[config.mk]
export PLATFORM = sky130hd
export DESIGN_NAME = cc_campaign_ctrl
export DESIGN_NICKNAME = d
export VERILOG_FILES = /design/src/rtl/cc_campaign_ctrl.sv
export SDC_FILE = /design/constraint.sdc
export NUM_CORES = 1
export LEC_CHECK = 0
export ABC_AREA = 1
export BUFFER_PORTS_ARGS = -buffer_cell sky130_fd_sc_hd__buf_2
export CORE_AREA = 5 5 95 75
export CTS_CLUSTER_DIAMETER = 120
export DETAILED_ROUTE_END_ITERATION = 8
export DIE_AREA = 0 0 100 80
export PLACE_DENSITY = 0.77
export SKIP_CTS_REPAIR_TIMING = 1
export SLEW_MARGIN = 20
export SYNTH_ARGS = -nofsm -noshare
export SYNTH_HDL_FRONTEND = slang
export SYNTH_SLANG_ARGS = --single-unit
[constraint.sdc]
create_clock -name clk_i -period 2.8 [get_ports clk_i]
set_input_delay 0.14 -clock clk_i [delete_from_list [all_inputs] [get_ports clk_i]]
set_output_delay 0.14 -clock clk_i [all_outputs]
set_load 0.02 [all_outputs]
[src/rtl/cc_campaign_ctrl.sv]
// Fault-injection campaign sequencer for CC: one golden run, then one single-pulse fault run per cycle.
// Define CC_CAMPAIGN_PATTERN_EN to drive cc_enable from a reseeded 8-bit LFSR instead of constant 1.
module cc_campaign_ctrl #(
  parameter int RUN_LEN    = 16,
  parameter int RST_CYCLES = 2
`ifdef CC_CAMPAIGN_PATTERN_EN
  ,
  parameter logic [7:0] LFSR_SEED = 8'hA5
`endif
) (
  input  logic       clk_i,
  input  logic       reset_i,
  input  logic       start_i,
  input  logic [7:0] cc_out_i,
  output logic       cc_reset_o,
  output logic       cc_enable_o,
  output logic       cc_fp_o,
  output logic       busy_o,
  output logic       done_o,
  output logic [7:0] golden_o,
  output logic [7:0] fail_count_o,
  output logic       evt_valid_o,
  input  logic       evt_ready_i,
  output logic [7:0] evt_cycle_o,
  output logic [7:0] evt_value_o
);

  typedef enum logic [2:0] {IDLE, RST, RUN, CHECK, REPORT, DONE} state_e;

  localparam logic [7:0] RUN_LAST = 8'(RUN_LEN - 1);
  localparam logic [7:0] RST_LAST = 8'(RST_CYCLES - 1);

  state_e     state_q;
  logic       golden_phase_q;
  logic [7:0] inj_idx_q;
  logic [7:0] cyc_q;
  logic [7:0] golden_q;
  logic [7:0] fail_count_q;
  logic [7:0] evt_cycle_q;
  logic [7:0] evt_value_q;
  logic       cc_reset_q;
  logic       cc_enable_q;
  logic       cc_fp_q;
  logic       busy_q;
  logic       done_q;
  logic       evt_valid_q;

  logic [7:0] cyc_d;
  logic       rst_last;
  logic       run_last;
  logic       inj_last;
  logic       en_first;
  logic       en_next;

  assign cyc_d    = cyc_q + 8'd1;
  assign rst_last = (cyc_q == RST_LAST);
  assign run_last = (cyc_q == RUN_LAST);
  assign inj_last = (inj_idx_q == RUN_LAST);

`ifdef CC_CAMPAIGN_PATTERN_EN
  // Reloaded on the last RST cycle so every run replays the same enable sequence.
  logic [7:0] lfsr_q;
  logic [7:0] lfsr_d;

  assign lfsr_d   = {lfsr_q[6:0], lfsr_q[7] ^ lfsr_q[5] ^ lfsr_q[4] ^ lfsr_q[3]};
  assign en_first = LFSR_SEED[0];
  assign en_next  = lfsr_d[0];

  always_ff @(posedge clk_i) begin
    if (reset_i) begin
      lfsr_q <= LFSR_SEED;
    end else if (state_q == RST && rst_last) begin
      lfsr_q <= LFSR_SEED;
    end else if (state_q == RUN) begin
      lfsr_q <= lfsr_d;
    end
  end
`else
  assign en_first = 1'b1;
  assign en_next  = 1'b1;
`endif

  // Outputs are loaded with the values of the state being entered, so cc_fp lines up with RUN cycle inj_idx.
  always_ff @(posedge clk_i) begin
    if (reset_i) begin
      state_q        <= IDLE;
      golden_phase_q <= 1'b0;
      inj_idx_q      <= 8'd0;
      cyc_q          <= 8'd0;
      golden_q       <= 8'd0;
      fail_count_q   <= 8'd0;
      evt_cycle_q    <= 8'd0;
      evt_value_q    <= 8'd0;
      cc_reset_q     <= 1'b1;
      cc_enable_q    <= 1'b0;
      cc_fp_q        <= 1'b0;
      busy_q         <= 1'b0;
      done_q         <= 1'b0;
      evt_valid_q    <= 1'b0;
    end else begin
      done_q      <= 1'b0;
      cc_enable_q <= 1'b0;
      cc_fp_q     <= 1'b0;
      unique case (state_q)
        IDLE: begin
          if (start_i) begin
            state_q        <= RST;
            golden_phase_q <= 1'b1;
            inj_idx_q      <= 8'd0;
            fail_count_q   <= 8'd0;
            cyc_q          <= 8'd0;
            busy_q         <= 1'b1;
          end
        end
        RST: begin
          if (rst_last) begin
            state_q     <= RUN;
            cyc_q       <= 8'd0;
            cc_reset_q  <= 1'b0;
            cc_enable_q <= en_first;
            cc_fp_q     <= !golden_phase_q && (inj_idx_q == 8'd0);
          end else begin
            cyc_q <= cyc_d;
          end
        end
        RUN: begin
          if (run_last) begin
            state_q <= CHECK;
          end else begin
            cyc_q       <= cyc_d;
            cc_enable_q <= en_next;
            cc_fp_q     <= !golden_phase_q && (inj_idx_q == cyc_d);
          end
        end
        CHECK: begin
          cc_reset_q <= 1'b1;
          if (golden_phase_q) begin
            golden_q       <= cc_out_i;
            golden_phase_q <= 1'b0;
            cyc_q          <= 8'd0;
            state_q        <= RST;
          end else if (cc_out_i != golden_q) begin
            evt_cycle_q <= inj_idx_q;
            evt_value_q <= cc_out_i;
            evt_valid_q <= 1'b1;
            state_q     <= REPORT;
            if (fail_count_q != 8'hFF) begin
              fail_count_q <= fail_count_q + 8'd1;
            end
          end else if (inj_last) begin
            state_q <= DONE;
            done_q  <= 1'b1;
          end else begin
            inj_idx_q <= inj_idx_q + 8'd1;
            cyc_q     <= 8'd0;
            state_q   <= RST;
          end
        end
        REPORT: begin
          if (evt_ready_i) begin
            evt_valid_q <= 1'b0;
            if (inj_last) begin
              state_q <= DONE;
              done_q  <= 1'b1;
            end else begin
              inj_idx_q <= inj_idx_q + 8'd1;
              cyc_q     <= 8'd0;
              state_q   <= RST;
            end
          end
        end
        DONE: begin
          state_q <= IDLE;
          busy_q  <= 1'b0;
        end
        default: begin
          state_q <= IDLE;
        end
      endcase
    end
  end

  assign cc_reset_o   = cc_reset_q;
  assign cc_enable_o  = cc_enable_q;
  assign cc_fp_o      = cc_fp_q;
  assign busy_o       = busy_q;
  assign done_o       = done_q;
  assign golden_o     = golden_q;
  assign fail_count_o = fail_count_q;
  assign evt_valid_o  = evt_valid_q;
  assign evt_cycle_o  = evt_cycle_q;
  assign evt_value_o  = evt_value_q;

endmodule

==> flow_summary.html <==
<table>
<tr><th>Metric</th><th>Value</th></tr>
<tr><th colspan="2">Synthesis</th></tr>
<tr><td>Top FF cell, synth</td><td>sky130_fd_sc_hd__dfxtp_1</td></tr>
<tr><td>Total standard cell area after synthesis</td><td>3274 µm²</td></tr>
<tr><td>Leading cell types by total area after synthesis</td><td>sky130_fd_sc_hd__dfxtp_1, sky130_fd_sc_hd__nand2_1, sky130_fd_sc_hd__nand3_1, sky130_fd_sc_hd__a21oi_1, sky130_fd_sc_hd__nor2_1</td></tr>
<tr><td>Area share of the largest cell type after synthesis</td><td>35.46%</td></tr>
<tr><td>Post-synth ARST share</td><td>0%</td></tr>
<tr><td>Synth area leader</td><td>sky130_fd_sc_hd__dfxtp_1</td></tr>
<tr><td>Share of synthesized area occupied by flip-flops and latches</td><td>35.46%</td></tr>
<tr><td>Number of flip-flops and latches in the synthesized netlist</td><td>58</td></tr>
<tr><td>Number of warnings printed during yosys synthesis</td><td>0</td></tr>
<tr><td>Post-synthesis cell count</td><td>477</td></tr>
<tr><td>Number of enable-type register cells in the synthesized netlist</td><td>0</td></tr>
<tr><td>Library cells used by synthesis</td><td>40</td></tr>
<tr><td>Synthesized net count</td><td>494</td></tr>
<tr><td>Mean area per synthesized cell</td><td>6.865 µm²</td></tr>
<tr><th colspan="2">Die</th></tr>
<tr><td>Initial Util</td><td>53.68%</td></tr>
<tr><td>Std-Cell Rows</td><td>25</td></tr>
<tr><td>I/O pin total</td><td>50</td></tr>
<tr><td>Die area</td><td>8000 µm²</td></tr>
<tr><td>Core area</td><td>6100 µm²</td></tr>
<tr><td>Die X-Extent</td><td>100 µm</td></tr>
<tr><td>Die extent in y</td><td>80 µm</td></tr>
<tr><th colspan="2">Power</th></tr>
<tr><td>Net switching component of the power</td><td>0.9153 mW</td></tr>
<tr><td>Share of power burned in the clock network</td><td>32.2%</td></tr>
<tr><td>Combinational share of power</td><td>28.3%</td></tr>
<tr><td>P_leak</td><td>1.537 nW</td></tr>
<tr><td>IR drop worst, VDD</td><td>0.3443 mV</td></tr>
<tr><td>Internal</td><td>1.503 mW</td></tr>
<tr><td>Fraction of power spent switching nets</td><td>37.85%</td></tr>
<tr><td>Areal power density over the cells</td><td>648.4 nW/µm²</td></tr>
<tr><td>Part of the total power dissipated in sequential elements</td><td>39.5%</td></tr>
<tr><td>Final Power</td><td>2.418 mW</td></tr>
<tr><th colspan="2">Global route</th></tr>
<tr><td>Overall Global Routing Usage</td><td>22.58%</td></tr>
<tr><td>Largest net degree at the start of global routing</td><td>32</td></tr>
<tr><td>Via count of the first global-routing pass</td><td>2953</td></tr>
<tr><td>First-pass GRT wire length</td><td>14.31 mm</td></tr>
<tr><td>Total gr overflow</td><td>0</td></tr>
<tr><td>Initial antenna violation count</td><td>0</td></tr>
<tr><th colspan="2">STA</th></tr>
<tr><td>Number of failing setup endpoints in the final timing report</td><td>0</td></tr>
<tr><td>Clock period minus final worst setup slack</td><td>1.979 ns</td></tr>
<tr><td>Highest clock frequency the design can meet</td><td>505.4 MHz</td></tr>
<tr><td>Unrepaired setup endpoints after global routing</td><td>no</td></tr>
<tr><td>Transition time at the pin with the least slew margin</td><td>0.6636 ns</td></tr>
<tr><td>Worst setup skew after layout</td><td>0.008002 ns</td></tr>
<tr><td>Final period util</td><td>70.67%</td></tr>
<tr><td>Number of pins with negative max-slew slack in the final report</td><td>0</td></tr>
<tr><td>Setup TNS</td><td>0 ns</td></tr>
<tr><td>Hold Violations, Final</td><td>0</td></tr>
<tr><td>Max-Slew Margin vs Limit</td><td>55.70%</td></tr>
<tr><th colspan="2">Detailed routing</th></tr>
<tr><td>Via total after detailed routing</td><td>3263</td></tr>
<tr><td>Antenna violation net count after detailed routing</td><td>0</td></tr>
<tr><td>Vias/cell</td><td>5.393</td></tr>
<tr><td>Violation count after the first detailed-routing iteration</td><td>268</td></tr>
<tr><td>Wire length per cell after detailed routing</td><td>13.97 µm</td></tr>
<tr><td>Detailed-router iteration count before antenna repair</td><td>5</td></tr>
<tr><td>Final Routed Wirelength</td><td>8.453 mm</td></tr>
<tr><td>DRC violation count after routing</td><td>0</td></tr>
<tr><th colspan="2">Place</th></tr>
<tr><td>Total cell area at the placement stage</td><td>3537 µm²</td></tr>
<tr><td>Count of placed standard cells including taps</td><td>590</td></tr>
<tr><td>Final weighted congestion of routability-driven global placement</td><td>0.9328</td></tr>
<tr><td>Detailed Place HPWL</td><td>5.974 mm</td></tr>
<tr><td>Quantity of I/O buffers inserted on ports</td><td>49</td></tr>
<tr><th colspan="2">Clock network</th></tr>
<tr><td>Clock-pin slew on the worst setup and hold paths</td><td>0.07 ns</td></tr>
<tr><td>Total clock buffers created by CTS</td><td>9</td></tr>
<tr><td># clock sinks</td><td>58</td></tr>
<tr><td>TritonCTS clock tree</td><td>yes</td></tr>
<tr><td>Worst-Skew Late Latency</td><td>0.35 ns</td></tr>
<tr><td>Maximum buffer depth of the clock tree</td><td>2</td></tr>
<tr><td>Maximum level of the CTS H-tree</td><td>3</td></tr>
<tr><td>CTS Root Cell</td><td>sky130_fd_sc_hd__clkbuf_8</td></tr>
<tr><th colspan="2">Cells and area</th></tr>
<tr><td>Final-stage net count</td><td>537</td></tr>
<tr><td>Number of standard cells in the final layout excluding fillers</td><td>605</td></tr>
<tr><td>Antenna fix cells</td><td>0</td></tr>
<tr><td>Area grow syn2layout</td><td>13.91%</td></tr>
<tr><td>Final cell utilization of the core</td><td>61.15%</td></tr>
<tr><td>Area of all placed cells without fillers</td><td>3730 µm²</td></tr>
<tr><td>Share of layout cells above drive strength 1</td><td>18.32%</td></tr>
<tr><th colspan="2">Status</th></tr>
<tr><td>Outcome</td><td>finished, final reports clean</td></tr>
<tr><th colspan="2">Critical path</th></tr>
<tr><td>Cell at the slowest stage of the critical path</td><td>sky130_fd_sc_hd__dfxtp_1</td></tr>
<tr><td>Highest cell delay on the worst timing path</td><td>0.48 ns</td></tr>
<tr><td>Worst Path Class, Setup</td><td>flip-flop to flip-flop</td></tr>
<tr><td>Arrival @ worst endpoint</td><td>2.22 ns</td></tr>
<tr><td>R2R depth</td><td>9</td></tr>
<tr><td>Chain of cells forming the critical path</td><td>nand3_4 &gt; inv_2 &gt; nand2_2 &gt; nand2_2 &gt; nor2_4 &gt; nand2_4 &gt; clkinv_1 &gt; nand3_1 &gt; nand2_1</td></tr>
<tr><td>Largest fanout on the critical path</td><td>20</td></tr>
<tr><td>Data required time of the critical path</td><td>3.05 ns</td></tr>
<tr><td>Type of element capturing the critical path</td><td>flip-flop</td></tr>
<tr><td>Cell repeated most along the worst path</td><td>sky130_fd_sc_hd__nand2_2</td></tr>
<tr><td>Category of the worst setup path launch point</td><td>flip-flop</td></tr>
<tr><th colspan="2">Job</th></tr>
<tr><td>Max-cap violations</td><td>0</td></tr>
<tr><th colspan="2">Hold path</th></tr>
<tr><td>Worst hold path cell count</td><td>3</td></tr>
<tr><td>Path category of the worst min-delay check</td><td>primary input to flip-flop</td></tr>
</table>
-- stage by stage --
stage	hold slack, ns	worst slack (ns)
after detailed placement	0.4426	0.8472
after global placement	0.4457	0.9600
after floorplan	0.3051	1.209
final	0.09000	0.8213
after global routing	0.08191	0.6246
after CTS	0.07897	0.8364
-- registers in the layout (all words and copies together) (netlist names) --
name            flops
evt_valid_o         1
cc_enable_o         1
evt_value_o         8
cc_fp_o             1
busy_o              1
state_q             3
fail_count_o        8
cyc_q               8
inj_idx_q           8
golden_o            8
done_o              1
evt_cycle_o         8
cc_reset_o          1
golden_phase_q      1
-- metal layers --
metal	track usage, %	part of all wire [%]	vias up
li1	-	-	1660
met1	31.73	50	1479
met2	32.09	42	114
met3	8.559	7.7	10
met4	6.057	1.1	0
met5	0	0	-
-- area by class of cell --
| type | instances | area (µm²) |
|---|---|---|
| clock buffers | 10 | 137.6 |
| clock inverters | 5 | 55.05 |
| fillers | 582 | 2370 |
| inverters | 37 | 146.4 |
| multi-input cells | 362 | 1861 |
| flip-flops and latches | 58 | 1161 |
| well taps | 81 | 101.3 |
| repair buffers | 52 | 267.8 |
-- final timing paths --
| check | startpoint | to | slack [ns] |
|---|---|---|---|
| worst min-delay path | cc_out_i[2] | evt_value_o[2]$_SDFFE_PP0P_ | 0.09 |
| worst max-delay path | state_q[1]$_SDFFE_PP0P_ | inj_idx_q[0]$_SDFFE_PP0P_ | 0.82 |
| worst max register to register | state_q[1]$_SDFFE_PP0P_ | inj_idx_q[0]$_SDFFE_PP0P_ | 0.82 |
| worst min register to register | evt_value_o[1]$_SDFFE_PP0P_ | evt_value_o[1]$_SDFFE_PP0P_ | 0.46 |
-- logic make-up (layout without fill, tap and decap cells) --
| kind of cell | count (synthesis) | in the layout | synth area share, % |
|---|---|---|---|
| AND/OR/NAND/NOR | 270 | 270 | 38.40 |
| AO/OA/AOI/OAI | 68 | 68 | 11.43 |
| flip-flops | 58 | 58 | 35.46 |
| buffers and inverters | 57 | 104 | 7.719 |
| XOR/XNOR | 19 | 19 | 5.082 |
| adder cells (fa/ha/maj) | 5 | 5 | 1.911 |
-- cells in the mapped netlist, types with 2 or more instances --
cell,instances
sky130_fd_sc_hd__a21oi_1,49
sky130_fd_sc_hd__nand3_1,72
sky130_fd_sc_hd__inv_1,30
sky130_fd_sc_hd__dfxtp_1,58
sky130_fd_sc_hd__inv_2,4
sky130_fd_sc_hd__o21bai_1,2
sky130_fd_sc_hd__xor2_1,8
sky130_fd_sc_hd__buf_4,2
sky130_fd_sc_hd__a21oi_2,3
sky130_fd_sc_hd__nand2_1,124
sky130_fd_sc_hd__buf_2,10
sky130_fd_sc_hd__nor2_4,2
sky130_fd_sc_hd__nand2_2,4
sky130_fd_sc_hd__nor3_4,2
sky130_fd_sc_hd__nand4_1,10
sky130_fd_sc_hd__o21ai_2,2
sky130_fd_sc_hd__nor2_1,38
sky130_fd_sc_hd__clkbuf_1,7
sky130_fd_sc_hd__xnor2_1,11
sky130_fd_sc_hd__o21ai_0,7
sky130_fd_sc_hd__nor2_2,2
sky130_fd_sc_hd__nor3_1,5
sky130_fd_sc_hd__ha_1,5
sky130_fd_sc_hd__nand2_4,4
-- critical path: cells and delay by family (launching register included) --
kind | cells | cell delay [ns]
buffers and inverters | 2 | 0.45
and+or+nand+nor | 7 | 0.95
DFF | 1 | 0.48
-- power groups by stage --
stage               sequential (mW)  clock, mW  combinational [mW]
floorplan                     0.973          0               0.517
global placement              0.968          0               0.668
detailed placement            0.972          0               0.673
CTS                           0.953      0.793               0.678
global route                  0.966      0.831               0.760
finish                        0.955      0.778               0.685
-- placed cells by master, fill, tap and decap left out, drive strengths merged, types with 7 or more instances in the layout --
master,count
clkbuf,10
nand2,132
xor2,8
dfxtp,58
nor3,7
inv,36
nand3,74
a21oi,52
xnor2,11
buf,52
nand4,10
nor2,42
o21ai,10
No activity file was read; power rests on OpenSTA's default activity.
